File: src/rtl/mem_access_unit.sv
// Memory-stage access controller: issues dcache requests, stalls until dhit,
// registers load/sc results for MEM/WB and maintains the LL/SC link register.
module mem_access_unit #(
    parameter bit LLSC_EN = 1'b1
) (
    input  logic        CLK,
    input  logic        RST,
    input  logic        valid_in,
    input  logic        memread_in,
    input  logic        memwrite_in,
    input  logic        ll_in,
    input  logic        sc_in,
    input  logic [31:0] addr_in,
    input  logic [31:0] storedata_in,
    input  logic        dhit,
    input  logic [31:0] dmemload,
    input  logic        snoop_inv,
    input  logic [31:0] snoop_addr,
    output logic        dREN,
    output logic        dWEN,
    output logic [31:0] dmemaddr,
    output logic [31:0] dmemstore,
    output logic        mem_stall,
    output logic [31:0] dMemLoad,
    output logic        sc_result
);

    typedef enum logic [1:0] {
        IDLE = 2'd0,
        BUSY = 2'd1,
        DONE = 2'd2
    } state_t;

    state_t      state, next_state;
    logic [29:0] addr_q;
    logic [31:0] data_q;
    logic        rd_q, wr_q, ll_q, sc_q;
    logic [31:0] load_q;
    logic        sc_res_q;
    logic        link_valid;
    logic [29:0] link_addr;

    logic memop, is_ll, is_sc, link_ok, sc_fail, capture, complete, snoop_hit;

    // Byte offsets never take part in word-granular matching.
    logic unused_byte_bits;
    assign unused_byte_bits = ^{addr_in[1:0], snoop_addr[1:0]};

    assign memop     = valid_in & (memread_in | memwrite_in);
    assign is_sc     = LLSC_EN & memwrite_in & sc_in;
    assign is_ll     = LLSC_EN & memread_in & ~memwrite_in & ll_in;
    assign link_ok   = link_valid && (link_addr == addr_in[31:2]) &&
                       !(snoop_inv && (snoop_addr[31:2] == addr_in[31:2]));
    assign sc_fail   = (state == IDLE) & memop & is_sc & ~link_ok;
    assign capture   = (state == IDLE) & memop & ~sc_fail;
    assign complete  = (state == BUSY) & dhit;
    assign snoop_hit = snoop_inv & (snoop_addr[31:2] == link_addr);

    always_comb begin
        // NOTE: default first so every path assigns next_state and no latch is inferred.
        next_state = state;
        unique case (state)
            IDLE: if (sc_fail) next_state = DONE;
                  else if (memop) next_state = BUSY;
            BUSY: if (dhit) next_state = DONE;
            DONE: next_state = IDLE;
            default: next_state = IDLE;
        endcase
    end

    // NOTE: sequential state uses non-blocking assignments so all registers update together.
    always_ff @(posedge CLK) begin
        if (RST) begin
            state      <= IDLE;
            addr_q     <= '0;
            data_q     <= '0;
            rd_q       <= 1'b0;
            wr_q       <= 1'b0;
            ll_q       <= 1'b0;
            sc_q       <= 1'b0;
            load_q     <= '0;
            sc_res_q   <= 1'b0;
            link_valid <= 1'b0;
            link_addr  <= '0;
        end else begin
            state <= next_state;

            if (capture) begin
                addr_q <= addr_in[31:2];
                data_q <= storedata_in;
                wr_q   <= memwrite_in;
                rd_q   <= memread_in & ~memwrite_in;
                ll_q   <= is_ll;
                sc_q   <= is_sc;
            end

            if (complete && rd_q) load_q <= dmemload;
            if (complete && sc_q) begin
                load_q   <= 32'd1;
                sc_res_q <= 1'b1;
            end
            if (sc_fail) begin
                load_q   <= 32'd0;
                sc_res_q <= 1'b0;
            end

            // A completing ll outranks every clear: it observed data after any invalidation.
            if (complete && ll_q) begin
                link_valid <= 1'b1;
                link_addr  <= addr_q;
            end else if (sc_fail || (complete && sc_q) || snoop_hit ||
                         (complete && wr_q && (addr_q == link_addr))) begin
                link_valid <= 1'b0;
            end
        end
    end

    assign dREN      = (state == BUSY) & rd_q;
    assign dWEN      = (state == BUSY) & wr_q;
    assign dmemaddr  = {addr_q, 2'b00};
    assign dmemstore = data_q;
    assign mem_stall = ((state == IDLE) & memop) | (state == BUSY);
    assign dMemLoad  = load_q;
    assign sc_result = LLSC_EN ? sc_res_q : 1'b1;

endmodule

File: config.mk
export PLATFORM = sky130hd
export DESIGN_NAME = mem_access_unit
export DESIGN_NICKNAME = d
export VERILOG_FILES = /design/src/rtl/mem_access_unit.sv
export SDC_FILE = /design/constraint.sdc
export NUM_CORES = 1
export LEC_CHECK = 0
export ABC_AREA = 1
export BUFFER_PORTS_ARGS = -buffer_cell sky130_fd_sc_hd__buf_2
export CAP_MARGIN = 20
export CELL_PAD_IN_SITES_DETAIL_PLACEMENT = 1
export CELL_PAD_IN_SITES_GLOBAL_PLACEMENT = 2
export CORE_MARGIN = 5
export CORE_UTILIZATION = 23
export CTS_CLUSTER_DIAMETER = 100
export CTS_CLUSTER_SIZE = 20
export DETAILED_ROUTE_END_ITERATION = 8
export GPL_TIMING_DRIVEN = 0
export MAX_ROUTING_LAYER = met4
export PLACE_DENSITY = 0.84
export SETUP_SLACK_MARGIN = 0.05
export SLEW_MARGIN = 20
export SYNTH_ARGS = -nofsm -noshare
export SYNTH_HDL_FRONTEND = slang
export SYNTH_SLANG_ARGS = --single-unit
File: constraint.sdc
create_clock -name CLK -period 1.78 [get_ports CLK]
set_input_delay 0.267 -clock CLK [delete_from_list [all_inputs] [get_ports CLK]]
set_output_delay 0.267 -clock CLK [all_outputs]
set_load 0.03 [all_outputs]
==> metrics.txt <==
# TYPE chip_impl_metric gauge
chip_impl_metric{name="slew-limit-headroom",unit=""} 0.424
chip_impl_info{name="run_status",value="complete, but fails checks"} 1
chip_impl_metric{name="synthesis.area_per_instance",unit="um2"} 6.36
chip_impl_metric{name="setup-tns-final",unit="ns"} -11.82
chip_impl_metric{name="drc_errors",unit=""} 0
chip_impl_metric{name="fp.coreArea",unit="um2"} 29600
chip_impl_metric{name="timing_max_transition_violations_final",unit=""} 0
chip_impl_metric{name="die-width",unit="um"} 183
chip_impl_metric{name="maximum_number_of_pins_on_one_net_before_global_route_repair",unit=""} 17
chip_impl_metric{name="hpwl_dp",unit="um"} 24000
chip_impl_info{name="clock-root-buffer",value="sky130_fd_sc_hd__clkbuf_16"} 1
chip_impl_info{name="end_kind",value="flip-flop"} 1
chip_impl_info{name="worstSetupStartpointType",value="flip-flop"} 1
chip_impl_metric{name="post_route_cells_drive_above_1_share",unit=""} 0.389
chip_impl_metric{name="clock-skew-final",unit="ns"} 0.0151
chip_impl_metric{name="post-place-ws",unit="ns"} -0.616
chip_impl_info{name="slowest_stage",value="sky130_fd_sc_hd__dfxtp_2"} 1
chip_impl_metric{name="clk_transition_reported_paths",unit="ns"} 0.07
chip_impl_metric{name="finalCriticalPeriod",unit="ns"} 1.94
chip_impl_metric{name="count_of_flip_flops_with_a_built_in_enable_after_synthesis",unit=""} 0
chip_impl_metric{name="yosysWarningCount",unit=""} 0
chip_impl_metric{name="fillers",unit=""} 3770
chip_impl_metric{name="number_of_vias_after_detailed_routing",unit=""} 8029
chip_impl_metric{name="first_global_vias",unit=""} 8081
chip_impl_metric{name="routed_via_density",unit=""} 4.50
chip_impl_metric{name="post_synth_num_cell_types",unit=""} 29
chip_impl_metric{name="dpl-instance-area",unit="um2"} 8500
chip_impl_metric{name="critical-path-max-stage-delay",unit="ns"} 0.33
chip_impl_metric{name="routabilityCongestion",unit=""} 0.895
chip_impl_metric{name="layout_worst_path_cycle_share",unit=""} 1.09
chip_impl_info{name="final_common_cell",value="sky130_fd_sc_hd__nand2_1"} 1
chip_impl_metric{name="drtIter0Drc",unit=""} 330
chip_impl_metric{name="hold_viol",unit=""} 0
chip_impl_metric{name="globalRouteOverflowTotal",unit=""} 0
chip_impl_metric{name="max_freq",unit="MHz"} 515
chip_impl_metric{name="cp_max_fo",unit=""} 6
chip_impl_metric{name="finish.cell_count_without_fillers",unit=""} 1785
chip_impl_info{name="critPathKind",value="flip-flop to flip-flop"} 1
chip_impl_metric{name="area_growth_syn_to_layout",unit="%"} 54.0
chip_impl_metric{name="die_height",unit="um"} 183
chip_impl_info{name="path_delay_family",value="simple AND/OR/NAND/NOR gates"} 1
chip_impl_metric{name="power-per-cell-area",unit="nW/um2"} 812
chip_impl_metric{name="detail_route.wirelength",unit="um"} 32300
chip_impl_metric{name="grt_util_all_layers",unit=""} 0.187
chip_impl_metric{name="post_syn_area",unit="um2"} 6870
chip_impl_metric{name="nNetsFinal",unit=""} 1516
chip_impl_metric{name="design.die.area",unit="um2"} 33400
chip_impl_info{name="rsz_0062_raised_after_global_routing",value="true"} 1
chip_impl_metric{name="htreeDepth",unit=""} 4
chip_impl_metric{name="synth_sequential_area_ratio",unit=""} 0.385
chip_impl_metric{name="fin_hold_ws",unit="ns"} 0.0849
chip_impl_metric{name="stdcell_area",unit="um2"} 10600
chip_impl_metric{name="power.ir.vdd_worst",unit="uV"} 529
chip_impl_metric{name="number_of_buffers_between_clock_root_and_the_deepest_sink",unit=""} 2
chip_impl_metric{name="finalCoreUtilization",unit=""} 0.358
chip_impl_info{name="synth_flop_cell",value="sky130_fd_sc_hd__dfxtp_1"} 1
chip_impl_metric{name="ios",unit=""} 237
chip_impl_metric{name="synthesis.instances",unit=""} 1080
chip_impl_metric{name="rows",unit=""} 63
chip_impl_metric{name="ys_async_sr_fraction",unit=""} 0
chip_impl_metric{name="worst_skew_late_latency",unit="ns"} 0.43
chip_impl_metric{name="floorplan.initialDensity",unit=""} 0.232
chip_impl_metric{name="static_leakage_power",unit="nW"} 4.94
chip_impl_metric{name="endpoint_arrival_time_on_the_critical_path",unit="ns"} 2.29
chip_impl_metric{name="crit_buf_inv",unit=""} 4
chip_impl_metric{name="totalPowerFinal",unit="mW"} 8.59
chip_impl_metric{name="cts.sink_count",unit=""} 132
chip_impl_metric{name="ys_ff_latch",unit=""} 132
chip_impl_metric{name="wl_per_cell",unit="um"} 18.1
chip_impl_metric{name="data_required_time_of_the_worst_path",unit="ns"} 2.13
chip_impl_metric{name="antenna_violations_before_repair",unit=""} 3
chip_impl_metric{name="postRouteAntennaNets",unit=""} 0
chip_impl_metric{name="global_route_wire_length_before_repair",unit="um"} 46900
chip_impl_metric{name="cts-buffers-inserted",unit=""} 17
chip_impl_info{name="violated_checks",value="setup timing"} 1
chip_impl_metric{name="timing.final.setup_violations",unit=""} 97
chip_impl_metric{name="ctsHoldBuffers",unit=""} 0
chip_impl_metric{name="dr.pass1.iters",unit=""} 4
chip_impl_metric{name="timing.max_cap.violations",unit=""} 0
chip_impl_info{name="cts_tree",value="yes"} 1
chip_impl_info{name="path_cells",value="buf_4 > nand2_1 > o21ai_1 > nor2_1 > nand2_1 > nor2_2 > nand2_2 > nor2_4 > nand2_2 > nand2_4 > buf_12 > buf_12 > clkbuf_16 > nand3_2 > a21oi_1"} 1
chip_impl_info{name="min_path_type",value="input pin to flip-flop"} 1
chip_impl_metric{name="placed_cell_count",unit=""} 1700
chip_impl_metric{name="fin_worst_setup_slack",unit="ns"} -0.162
chip_impl_metric{name="place.port_buffers",unit=""} 229
chip_impl_metric{name="tightest_slew",unit="ns"} 0.864
chip_impl_info{name="layout_common_cells",value="sky130_fd_sc_hd__nand2_1 (369), sky130_fd_sc_hd__buf_2 (234), sky130_fd_sc_hd__inv_1 (117), sky130_fd_sc_hd__dfxtp_1 (105), sky130_fd_sc_hd__a21oi_1 (74)"} 1
==> worst paths after layout <==
check	from	end	slack [ns]	depth (start not counted)
worst max-delay path	link_addr[19]	addr_q[27]	-0.16	15
worst min-delay path	storedata_in[12]	dmemstore[12]	0.08	3
worst max register to register	link_addr[19]	addr_q[27]	-0.16	15
worst min register to register	sc_result	sc_result	0.44	2
==> layer usage <==
metal,wire [um],track usage,vias up
li1,-,-,3964
met1,14200,0.232,3864
met2,16300,0.322,172
met3,1230,0.0331,29
met4,531,0.0384,0
met5,0,-,-
==> timing repair <==
action	CTS	global route
endpoints found under the hold margin	0	0
buffers inserted	32	14
resized for setup	114	184
gates cloned	2	8
pin swaps	25	80
endpoints found under the setup margin	127	135
==> flip-flops by register name (all words and copies together) (netlist names) <==
register / flops
addr_q: 30
dMemLoad: 32
dmemstore: 32
link_addr: 30
link_valid: 1
ll_q: 1
rd_q: 1
sc_q: 1
sc_result: 1
state: 2
wr_q: 1
==> synthesized netlist by cell type (all sizes together) (10+ instances only) <==
cell	n	area (um2)
dfxtp	132	2640
nand3	71	355
inv	140	526
a21oi	99	495
buf	20	148
xor2	12	105
nand2	400	1520
nand4	10	62.6
o21ai	32	160
clkbuf	29	109
nor2	81	349
xnor2	21	184
==> final cells by class <==
| class | instances | area [um2] | area share |
|---|---|---|---|
| multi-input combinational | 759 | 4050 | 0.383 |
| sequential | 132 | 2710 | 0.256 |
| timing repair buffer | 279 | 1750 | 0.165 |
| inverter | 141 | 552 | 0.0522 |
| tap | 390 | 488 | 0.0461 |
| clock buffer | 17 | 425 | 0.0402 |
| buffer | 49 | 409 | 0.0387 |
| clock inverter | 15 | 193 | 0.0182 |
| antenna | 3 | 7.51 | 0.000710 |
==> power breakdown <==
| part | leakage [nW] | internal (mW) | total [mW] | switching (mW) |
|---|---|---|---|---|
| Sequential | 1.09 | 3.04 | 3.14 | 0.0960 |
| Clock | 0.300 | 2.25 | 3.84 | 1.59 |
| Combinational | 3.55 | 0.598 | 1.61 | 1.01 |
| Total | 4.94 | 5.89 | 8.59 | 2.70 |
==> worst reg2reg max path, cell delays in order (launching register included) <==
cell and delay (ns):
sky130_fd_sc_hd__dfxtp_2 0.33, sky130_fd_sc_hd__buf_4 0.13, sky130_fd_sc_hd__nand2_1 0.06, sky130_fd_sc_hd__o21ai_1 0.06
sky130_fd_sc_hd__nor2_1 0.12, sky130_fd_sc_hd__nand2_1 0.07, sky130_fd_sc_hd__nor2_2 0.10, sky130_fd_sc_hd__nand2_2 0.07
sky130_fd_sc_hd__nor2_4 0.12, sky130_fd_sc_hd__nand2_2 0.08, sky130_fd_sc_hd__nand2_4 0.09, sky130_fd_sc_hd__buf_12 0.13
sky130_fd_sc_hd__buf_12 0.14, sky130_fd_sc_hd__clkbuf_16 0.15, sky130_fd_sc_hd__nand3_2 0.05, sky130_fd_sc_hd__a21oi_1 0.15
==> logic make-up (layout without fill, tap and decap cells) <==
kind of cell,after synthesis,after routing,share of synthesized area
compound gates,149,149,0.115
buf+inv,190,501,0.114
xor+xnor,33,33,0.0421
flops,132,132,0.385
other cells,1,5,0.000546
simple gates,575,575,0.343
Note: power is estimated with default switching activity, not from simulation.
